## src/rtl/water_level_sensor_cond.sv

```systemverilog
// Conditioning front end for the three float sensors: two-flop synchroniser,
// per-bit debounce, thermometer-code legality check and a sticky fault.
module water_level_sensor_cond #(
    parameter int DEBOUNCE_CYCLES = 4,
    parameter int CNT_W           = 3,
    parameter int FAULT_CYCLES    = 8
) (
    input  logic       clk,
    input  logic       reset,
    input  logic [3:1] s_raw,
    output logic [3:1] s,
    output logic       s_valid,
    output logic       level_changed,
    output logic       fault
);

    localparam logic [CNT_W-1:0] DB_LAST     = CNT_W'(DEBOUNCE_CYCLES - 1);
    localparam logic [7:0]       FAULT_LIMIT = 8'(FAULT_CYCLES);

    logic [3:1] q1;
    logic [3:1] q2;
    logic [3:1] stable;
    logic [7:0] ill_cnt;
    logic       legal;

    // Plain flop-to-flop path so the second stage can resolve metastability.
    // NOTE: sequential state uses non-blocking assignments only, so every flop
    // samples the pre-edge value of its source regardless of statement order.
    always_ff @(posedge clk or negedge reset) begin
        if (!reset) begin
            q1 <= '0;
            q2 <= '0;
        end else begin
            q1 <= s_raw;
            q2 <= q1;
        end
    end

    // Each bit debounces on its own; any matching sample restarts its count.
    for (genvar b = 1; b <= 3; b++) begin : g_debounce
        logic [CNT_W-1:0] cnt;

        always_ff @(posedge clk or negedge reset) begin
            if (!reset) begin
                cnt       <= '0;
                stable[b] <= 1'b0;
            end else if (q2[b] == stable[b]) begin
                cnt <= '0;
            end else if (cnt == DB_LAST) begin
                stable[b] <= q2[b];
                cnt       <= '0;
            end else begin
                cnt <= cnt + 1'b1;
            end
        end
    end

    // Only thermometer codes are physically consistent float positions.
    always_comb begin
        legal = 1'b0;
        case (stable)
            3'b000, 3'b001, 3'b011, 3'b111: legal = 1'b1;
            default:                        legal = 1'b0;
        endcase
    end

    // Once fault is set the bus is forced to 000 (maximum fill, the safe
    // state) and stays there until reset.
    always_ff @(posedge clk or negedge reset) begin
        if (!reset) begin
            s             <= '0;
            s_valid       <= 1'b0;
            level_changed <= 1'b0;
            fault         <= 1'b0;
            ill_cnt       <= '0;
        end else if (fault) begin
            s             <= '0;
            s_valid       <= 1'b0;
            level_changed <= (s != 3'b000);
        end else if (legal) begin
            s             <= stable;
            s_valid       <= 1'b1;
            level_changed <= (stable != s);
            ill_cnt       <= '0;
        end else begin
            s_valid       <= 1'b0;
            level_changed <= 1'b0;
            if (ill_cnt != FAULT_LIMIT) begin
                ill_cnt <= ill_cnt + 8'd1;
            end
            if (ill_cnt >= FAULT_LIMIT - 8'd1) begin
                fault <= 1'b1;
            end
        end
    end

endmodule

```

## config.mk

```make
export PLATFORM = sky130hd
export DESIGN_NAME = water_level_sensor_cond
export DESIGN_NICKNAME = d
export VERILOG_FILES = /design/src/rtl/water_level_sensor_cond.sv
export SDC_FILE = /design/constraint.sdc
export NUM_CORES = 1
export LEC_CHECK = 0
export ABC_AREA = 1
export CAP_MARGIN = 20
export CELL_PAD_IN_SITES_DETAIL_PLACEMENT = 1
export CELL_PAD_IN_SITES_GLOBAL_PLACEMENT = 1
export CORE_UTILIZATION = 35
export DETAILED_ROUTE_END_ITERATION = 16
export PLACE_DENSITY_LB_ADDON = 0.1
export SLEW_MARGIN = 20
export SYNTH_ARGS = -nofsm -noshare
export SYNTH_HDL_FRONTEND = slang
export SYNTH_SLANG_ARGS = --single-unit
```

## constraint.sdc

```tcl
create_clock -name clk -period 1.2 [get_ports clk]
set_input_delay 0.24 -clock clk [delete_from_list [all_inputs] [get_ports clk]]
set_output_delay 0.24 -clock clk [all_outputs]
set_load 0.03 [all_outputs]
```

==> summary.txt <==
Routing
  • Drt pass-1 iters: 4
  • DRC Markers: 0
  • Initial drt markers: 57
  • Wire per inst: between 10 and 15 um
  • Met3 wire length: 94 um
  • Post-Route WL: roughly 3.4 mm
  • Post-Route M1 WL: approximately 1.6 mm
  • Via/cell ratio: between 4 and 5
  • Met2 WL: around 1.6 mm
  • DR vias: 1220
  • Antenna-violating nets left: 0
  • Max layer used: met4

Yosys
  • Synthesized instance count: 165
  • Synth Area per Inst: ~9.2 um^2
  • YS warnings: 0
  • Library cells used by synthesis: 22
  • Syn_nets: around 180
  • Flops & latches, synth: 32
  • Seq/Total Area, Yosys: between 50% and 60%
  • Post-Synthesis Cell Area: 0.001516 mm^2

STA
  • Period utilization: 104.2%
  • Hold Slack: around 0.31 ns
  • Fmax: 799.9 MHz
  • Clock skew: 0.01039 ns
  • RSZ-0062 raised after global routing: true
  • Final slew viol count: 0
  • Setup_tns: -0.1809 ns
  • Fin crit period: 1.250 ns
  • Final setup margin: -0.05023 ns
  • # setup viols final: 5
  • Slew headroom: about four fifths
  • Worst-margin pin slew: 0.2755 ns
  • Hold Fails Final Rpt: 0

Final layout
  • Final Util: 47.37%
  • Share of cells above drive strength 1: between 30% and 40%
  • Most frequent cells in the layout: 33 x nand2_1, 30 x dfrtp_1, 22 x buf_4, 21 x nand3_1, 15 x inv_1
  • Multi-input gate area: 669.4 um^2
  • Layout net count: roughly 210
  • Fill count: roughly 490
  • Design area: between 0.0015 and 0.002 mm^2
  • Ant. Diodes: 0
  • Syn-to-layout area delta: 27.64%
  • Leading cell type in the layout, fill and taps excluded: nand2_1
  • Register area: around 800 um^2

Outcome
  • Status: finished, violations left
  • Failing checks: setup timing

Clock tree
  • Clock Latency Late Sink: just under 0.3 ns
  • Worst-path clk slew: about 0.080 ns
  • Hold-fix buffers, CTS: 0
  • H-Tree Depth: 2
  • CTS tree: done
  • Clk root buf: clkbuf_8
  • Num CTS Buffers: 5
  • Max Root-Sink Buffers: 2
  • Sink Count: 32

GRT
  • First-pass GRT wire length: 5.913 mm
  • Largest net degree at the start of global routing: 33
  • GRT Total Usage: 18.30%
  • GRT overflow: 0
  • Initial antenna violation count: 0
  • Vias in the first global route: 1279

Setup path
  • Largest stage delay, worst path: between 0.4 and 0.5 ns
  • Critical-path top delay cell: dfrtp_1
  • Critical path class: reg -> reg
  • Critical path launch point type: register
  • WP data arrival: about 1.4 ns
  • Worst r2r dst: ill_cnt[3]$_DFFE_PN0P_
  • Crit path cell chain: inv_2, ha_4, nand3_4, o21ai_4, nand2_2, nand2_1, nand2_1
  • CP Capture Type: register
  • Most used cell, CP: nand2_1
  • Critical path peak fanout: 5
  • R2R Setup Slk: -0.05 ns
  • R2r startpoint: ill_cnt[0]$_DFFE_PN0P_
  • Required time of the critical path: roughly 1.4 ns
  • Reg2reg path depth: 7

Place
  • Dpl cell area: 0.001785 mm^2
  • Placer Congestion: 0.7731
  • Final HPWL DP: ~2.5 mm
  • Port bufs: 10

Power and ir drop
  • Pleak: approximately 0.94 nW
  • Clock power frac: roughly a fifth
  • Pwr Density: between 2000 and 2500 mW/mm^2
  • Sequential power share: between 30 and 40%
  • P_sw: roughly 1.9 mW
  • Cell Int Power: 2.684 mW
  • Worst vdd ir: approximately 0.96 mV
  • Combinational fraction of design power: approximately 45%
  • Switching Fraction: between 40% and 50%

Floorplan
  • FP Rows: 23
  • Die height: between 60 and 70 um
  • I/O pin cnt: 11
  • Die width: about 68 um
  • Initial Util: between 30% and 40%
  • Core ar.: approximately 0.0041 mm^2
  • Die footprint: between 0.004 and 0.005 mm^2

Worst hold path
  • Worst hold path class: in -> async

Flow run
  • Max Cap Viol: 0
## worst max path at each step
stage,start,to,slack [ns],cells after the start
finish,ill_cnt[0]$_DFFE_PN0P_,ill_cnt[3]$_DFFE_PN0P_,-0.05,7
global route,ill_cnt[0]$_DFFE_PN0P_,ill_cnt[3]$_DFFE_PN0P_,-0.15,7
CTS,ill_cnt[0]$_DFFE_PN0P_,ill_cnt[2]$_DFFE_PN0P_,-0.08,7
detailed placement,ill_cnt[0]$_DFFE_PN0P_,ill_cnt[4]$_DFFE_PN0P_,-0.12,7
global placement,ill_cnt[0]$_DFFE_PN0P_,ill_cnt[2]$_DFFE_PN0P_,-0.05,7
floorplan,ill_cnt[0]$_DFFE_PN0P_,ill_cnt[2]$_DFFE_PN0P_,0.01,7
## worst max-delay path, delay by kind of cell (launching register included)
kind	cells	cell delay, ns
buf+inv	1	0.09
flops	1	0.41
compound gates	1	0.21
fa+ha+maj	1	0.14
simple gates	4	0.31
## what timing repair did
| item | 4_1_cts | 5_1_grt |
|---|---|---|
| buffers inserted | 1 | 0 |
| gates cloned | 1 | 1 |
| pin swaps | 3 | 6 |
| gates resized for setup | 2 | 12 |
| setup endpoints to repair | 9 | 11 |
## stage by stage
step,power (mW),instances,setup slack (ns)
after floorplan,2.824,165,0.01149
after global routing,4.896,249,-0.1491
final,4.546,249,-0.05023
after detailed placement,3.529,238,-0.1215
after CTS,4.495,248,-0.08038
after global placement,3.441,238,-0.04606
## sequential cells by signal, indices dropped and copies added, names as in the netlist
register and flops:
g_debounce.cnt 9, q2 3, q1 3, s 3
s_valid 1, stable 3, ill_cnt 8, level_changed 1
fault 1
## Yosys cell counts (all sizes together)
master,instances,share of area [%]
nand2,40,11
dfrtp,32,53
nand3,23,8.4
inv,21,5.2
nor2,14,3.8
o21ai,9,4.5
nor3,6,2.0
xnor2,6,3.5
ha,5,4.1
buf,3,1.6
nor3b,3,1.5
mux2,2,1.5
a21oi,1,0.33
## logic make-up (layout without fill, tap and decap cells)
family | count (synthesis) | in the layout | synth area share [%]
and+or+nand+nor | 86 | 87 | 26.57
DFF | 32 | 32 | 52.81
buffers and inverters | 24 | 56 | 6.765
AOI/OAI and AO/OA | 10 | 11 | 4.785
xor gates and xnor gates | 6 | 6 | 3.465
adders and majority gates | 5 | 5 | 4.125
muxes | 2 | 2 | 1.485
## power by group through the flow
stage / clock, mW / combinational (mW) / sequential [mW]
floorplan: 0 / 1.12 / 1.70
global placement: 0 / 1.82 / 1.62
detailed placement: 0 / 1.89 / 1.63
CTS: 0.923 / 1.96 / 1.61
global route: 0.966 / 2.28 / 1.65
finish: 0.887 / 2.04 / 1.62
## layout make-up
type | count | share of cell area, %
clock buffers | 7 | 4.460
clock inverters | 1 | 0.3878
inverters | 21 | 4.202
multi-input cells | 111 | 34.58
flip-flops and latches | 32 | 41.50
well taps | 50 | 3.232
repair buffers | 27 | 11.64
## layer usage
layer  GRT usage, %  up-vias
li1               -      593
met1          22.34      607
met2          28.34       13
met3          6.167        7
met4          9.896        0
met5              0        -
Power figures use the tool's default switching activity.
